**src/rtl/ftdi_tx_arbiter.sv**
```systemverilog
// rtl/ftdi_tx_arbiter.sv - round-robin packet-locked write arbiter for the FTDI byte port
module ftdi_tx_arbiter #(
  parameter int unsigned MAX_BURST = 64
) (
  input  logic       clk,
  input  logic       n_rst,
  input  logic       txe,
  input  logic       rxf,
  input  logic       rd_active,
  input  logic       req0_valid,
  input  logic [7:0] req0_data,
  input  logic       req0_last,
  output logic       req0_ready,
  input  logic       req1_valid,
  input  logic [7:0] req1_data,
  input  logic       req1_last,
  output logic       req1_ready,
  output logic [7:0] d,
  output logic       d_asserted,
  output logic [1:0] grant,
  output logic       busy
);

  localparam logic [15:0] BURST_LIMIT = 16'(MAX_BURST);

  typedef enum logic [1:0] {IDLE, SEND, GAP, YIELD} state_t;

  state_t      state;
  logic        rr_ptr;     // index of the requester served last
  logic        owner;      // index of the requester holding the packet lock
  logic        last_sent;  // byte just written closed its packet
  logic [15:0] burst;

  logic        pick;
  logic        send_idx;
  logic        send_valid;
  logic        send_last;
  logic [7:0]  send_data;

  // Round-robin pick for a new packet, and the source of the next byte to write.
  always_comb begin
    pick       = rr_ptr ? ~req0_valid : req1_valid;
    send_idx   = (state == IDLE) ? pick : owner;
    send_valid = send_idx ? req1_valid : req0_valid;
    send_data  = send_idx ? req1_data  : req0_data;
    send_last  = send_idx ? req1_last  : req0_last;
  end

  // Arbitration FSM; every output is registered, writes are single-cycle strobes.
  always_ff @(posedge clk or negedge n_rst) begin
    if (!n_rst) begin
      state      <= IDLE;
      rr_ptr     <= 1'b1;
      owner      <= 1'b0;
      last_sent  <= 1'b0;
      burst      <= 16'd0;
      d          <= 8'd0;
      d_asserted <= 1'b0;
      req0_ready <= 1'b0;
      req1_ready <= 1'b0;
      grant      <= 2'b00;
      busy       <= 1'b0;
    end else begin
      d_asserted <= 1'b0;
      req0_ready <= 1'b0;
      req1_ready <= 1'b0;
      case (state)
        IDLE: begin
          // Reads win at packet boundaries.
          if ((req0_valid || req1_valid) && rxf && !rd_active) begin
            owner <= pick;
            grant <= pick ? 2'b10 : 2'b01;
            busy  <= 1'b1;
            if (!txe) begin
              d          <= send_data;
              d_asserted <= 1'b1;
              req0_ready <= ~send_idx;
              req1_ready <= send_idx;
              last_sent  <= send_last;
              if (burst != BURST_LIMIT) burst <= burst + 16'd1;
              state      <= SEND;
            end else begin
              state <= GAP;
            end
          end
        end
        SEND: begin
          state <= GAP;
        end
        GAP: begin
          if (last_sent) begin
            rr_ptr    <= owner;
            grant     <= 2'b00;
            busy      <= 1'b0;
            burst     <= 16'd0;
            last_sent <= 1'b0;
            state     <= rxf ? IDLE : YIELD;
          end else if ((burst == BURST_LIMIT) && !rxf) begin
            // Mid-packet yield: the lock (grant/busy) is kept.
            burst <= 16'd0;
            state <= YIELD;
          end else if (send_valid && !txe && !rd_active) begin
            d          <= send_data;
            d_asserted <= 1'b1;
            req0_ready <= ~send_idx;
            req1_ready <= send_idx;
            last_sent  <= send_last;
            if (burst != BURST_LIMIT) burst <= burst + 16'd1;
            state      <= SEND;
          end
        end
        YIELD: begin
          if (rxf && !rd_active) state <= (grant != 2'b00) ? GAP : IDLE;
        end
        default: state <= IDLE;
      endcase
    end
  end

endmodule

```
**config.mk**
```make
export PLATFORM = sky130hd
export DESIGN_NAME = ftdi_tx_arbiter
export DESIGN_NICKNAME = d
export VERILOG_FILES = /design/src/rtl/ftdi_tx_arbiter.sv
export SDC_FILE = /design/constraint.sdc
export NUM_CORES = 1
export LEC_CHECK = 0
export CAP_MARGIN = 15
export CORE_AREA = 2 2 66 68
export DETAILED_ROUTE_END_ITERATION = 7
export DIE_AREA = 0 0 68 70
export GPL_TIMING_DRIVEN = 1
export PLACE_DENSITY_LB_ADDON = 0.15
export SLEW_MARGIN = 20
export SYNTH_ARGS = -nofsm -noshare
export SYNTH_HDL_FRONTEND = slang
export SYNTH_SLANG_ARGS = --single-unit
```
**constraint.sdc**
```tcl
create_clock -name clk -period 5.1 [get_ports clk]
set_clock_uncertainty 0.2 [all_clocks]
set_input_delay 0.51 -clock clk [delete_from_list [all_inputs] [get_ports clk]]
set_output_delay 0.51 -clock clk [all_outputs]
set_load 0.01 [all_outputs]
```
==> key figures <==
Logic synthesis
  – Synth top area cells: dfrtp_1 44%, mux2i_1 6.7%, o21ai_0 4.6%
  – Mapped Nets: 227
  – Ys async rst share: 100%
  – Top FF cell, synth: dfrtp_1
  – Post-Syn Area per Cell: 9.72 um^2
  – Synth cell types: 47
  – EDFF count, synth: 0
  – Synth area leader: dfrtp_1
  – Cells after Synth: 200
  – Ys Warns: 0
  – Seq cells post-synth: 35
  – Sequential share of the synthesized area: 45.1%
  – Post-Syn Area: 0.00194 mm^2
  – Synth top area share: 43.8%

Power and ir drop
  – Switching Share: 36.8%
  – Cell Pwr Density: 485 mW/mm^2
  – Share of power burned in registers: 37.9%
  – Peak VDD IR: 0.237 mV
  – Combinational power share: 42.2%
  – Leak: 1.06 nW
  – Clk pwr share: 19.9%
  – Cell internal pwr: 0.763 mW
  – Sw power: 0.445 mW

Timing
  – Slew @ Worst Pin: 703 ps
  – Final period util: 52.5%
  – Final setup vio count: 0
  – RSZ-0062 raised after global routing: false
  – Post-layout min period: 2680 ps
  – Worst hold slack: 285 ps
  – Max Slew Vio Count: 0
  – Final Hold Vio Count: 0
  – Slew HR: 53.2%
  – Setup TNS: 0 ps
  – Highest clock rate: 373 MHz

Placed design
  – Placed cell count: 287
  – Placed standard-cell area: 0.00238 mm^2
  – DP Wirelength: 2.98 mm
  – GPL Wtd Cong: 0.842
  – Input/output buffers: 38

Cells and area
  – Layout Area Growth over Synthesis: 27.9%
  – Post-route cell area: 0.00249 mm^2
  – Final std cells w/o fill: 294
  – Final nets: 269
  – Commonest cells after routing, fill and taps aside: 38 x clkdlybuf4s50_1, 34 x dfrtp_1, 19 x nand2_1
  – Most common cell after layout, fill and taps aside: clkdlybuf4s50_1
  – Share of cells above drive strength 1: 9.92%
  – Antenna Cells: 0
  – # fillers: 359

CTS
  – Clk_lat worst skew: 290 ps
  – Num CTS Buffers: 5
  – H-tree levels: 2
  – Post-CTS setup buffers: 0
  – Clock Pin Slew Worst Setup and Hold Paths: 70 ps
  – CTS Hold Buffers Added: 0
  – TritonCTS clock tree: done
  – Clock root buffer: clkbuf_8
  – Clock buffer depth: 2
  – CTS sink count: 35
  – Post-CTS sizing: 0

Floorplanning
  – IO Count: 39
  – Total die area: 0.00476 mm^2
  – Initial Util: 46.9%
  – Rows: 24
  – Die height: 70 um
  – Die width: 68 um
  – CORE AREA: 0.00414 mm^2

Critical path
  – Worst Path Required: 5120 ps
  – Crit path max fanout: 7
  – Worst Setup End Kind: register
  – Crit path launch type: input port
  – Worst path arrival time: 2690 ps
  – Worst Setup Path Type: in -> reg

Route
  – Wire per inst: 14.4 um
  – DRT iter0 DRCs: 157
  – Drt via density: 5.69
  – Final ANT Viol Nets: 0
  – # DRC: 0
  – Final WL: 4.24 mm
  – Drt first pass iters: 4
  – Via count: 1672

Min path
  – Worst hold path class: reg -> reg

Global routing
  – GRT overflow: 0
  – Largest net degree at the start of global routing: 36
  – Number of global-route vias before repair: 1609
  – First-pass GRT wire length: 7.33 mm
  – Tot GR Track Use: 20.4%
  – Initial antenna violation count: 0

Job
  – Max cap viols: 0

Run status
  – Status: finished clean
-- through the flow --
| stage | setup slack, ps | util [%] | total power [mW] |
|---|---|---|---|
| after global routing | 2340 | 60.0 | 1.29 |
| after global placement | 1970 | 57.5 | 0.959 |
| after detailed placement | 2150 | 57.5 | 0.970 |
| after CTS | 2440 | 60.0 | 1.22 |
| after floorplan | 2940 | - | 0.783 |
| final | 2420 | 60.0 | 1.21 |
-- path summary, 6_finish.rpt --
| path | end | start | cells past startpoint | slack, ps |
|---|---|---|---|---|
| min in group asynchronous | burst[13]$_DFFE_PN0P_ | n_rst | 2 | 430 |
| max in group asynchronous | rr_ptr$_DFFE_PN1P_ | n_rst | 2 | 3930 |
| worst max-delay path | burst[14]$_DFFE_PN0P_ | rd_active | 6 | 2420 |
| worst max register to register | burst[14]$_DFFE_PN0P_ | burst[0]$_DFFE_PN0P_ | 7 | 2600 |
| worst min register to register | d[7]$_DFFE_PN0P_ | d[7]$_DFFE_PN0P_ | 2 | 280 |
| worst min-delay path | d[7]$_DFFE_PN0P_ | d[7]$_DFFE_PN0P_ | 2 | 280 |
-- flip-flops by register name, indices dropped and copies added, names as in the netlist --
| name | flops |
|---|---|
| burst | 16 |
| d | 8 |
| grant | 2 |
| state | 2 |
| busy | 1 |
| d_asserted | 1 |
| last_sent | 1 |
| owner | 1 |
| req0_ready | 1 |
| req1_ready | 1 |
| rr_ptr | 1 |
-- cells in the mapped netlist (2+ instances only) --
cell / n
a21oi_1: 15
a22oi_1: 3
inv_1: 8
o31ai_1: 5
nor3_1: 4
o21ai_0: 18
mux2i_1: 13
dfrtp_1: 34
clkbuf_1: 4
o22ai_1: 3
xor2_1: 3
and2_1: 2
mux2_2: 2
nor4_1: 3
or3_1: 5
ha_1: 2
nand4_1: 7
nand3_1: 3
or4_1: 5
nor2_1: 13
nand2_1: 19
and3_1: 3
nor4b_2: 2
-- layer usage --
layer	up-vias	routed length, um	global-route usage (%)
met5	-	0	0
met4	0	74	7.56
met3	8	303	7.25
met2	54	1940	30.2
met1	782	1920	27.2
li1	828	-	-
-- critical path, stage by stage --
cell	delay, ps
clkdlybuf4s50_1	540
nand2b_4	230
o41a_1	460
a211o_1	350
or4_1	430
a21oi_1	170
-- final cells by class --
cell class / instances / area (um^2) / area share, %
flip-flops and latches: 35 / 877 / 35.3
clock buffers: 6 / 72.6 / 2.92
clock inverters: 1 / 30.0 / 1.21
multi-input cells: 151 / 1010 / 40.6
well taps: 52 / 65.1 / 2.62
inverters: 8 / 30.0 / 1.21
repair buffers: 41 / 403 / 16.2
-- power groups by stage --
stage / Sequential [mW] / Combinational [mW] / Clock (mW)
final: 0.458 / 0.509 / 0.240
after global routing: 0.470 / 0.564 / 0.259
after CTS: 0.458 / 0.514 / 0.246
after detailed placement: 0.461 / 0.510 / 0
after global placement: 0.456 / 0.502 / 0
after floorplan: 0.448 / 0.335 / 0
-- cell families after synthesis --
logic type,after synthesis,share of synthesized area [%]
buffers and inverters,14,3.15
xor gates and xnor gates,4,1.80
muxes,15,7.85
DFF,35,45.1
and+or+nand+nor,77,23.0
AOI/OAI and AO/OA,53,17.8
adders and majority gates,2,1.29
Power figures use the tool's default switching activity.
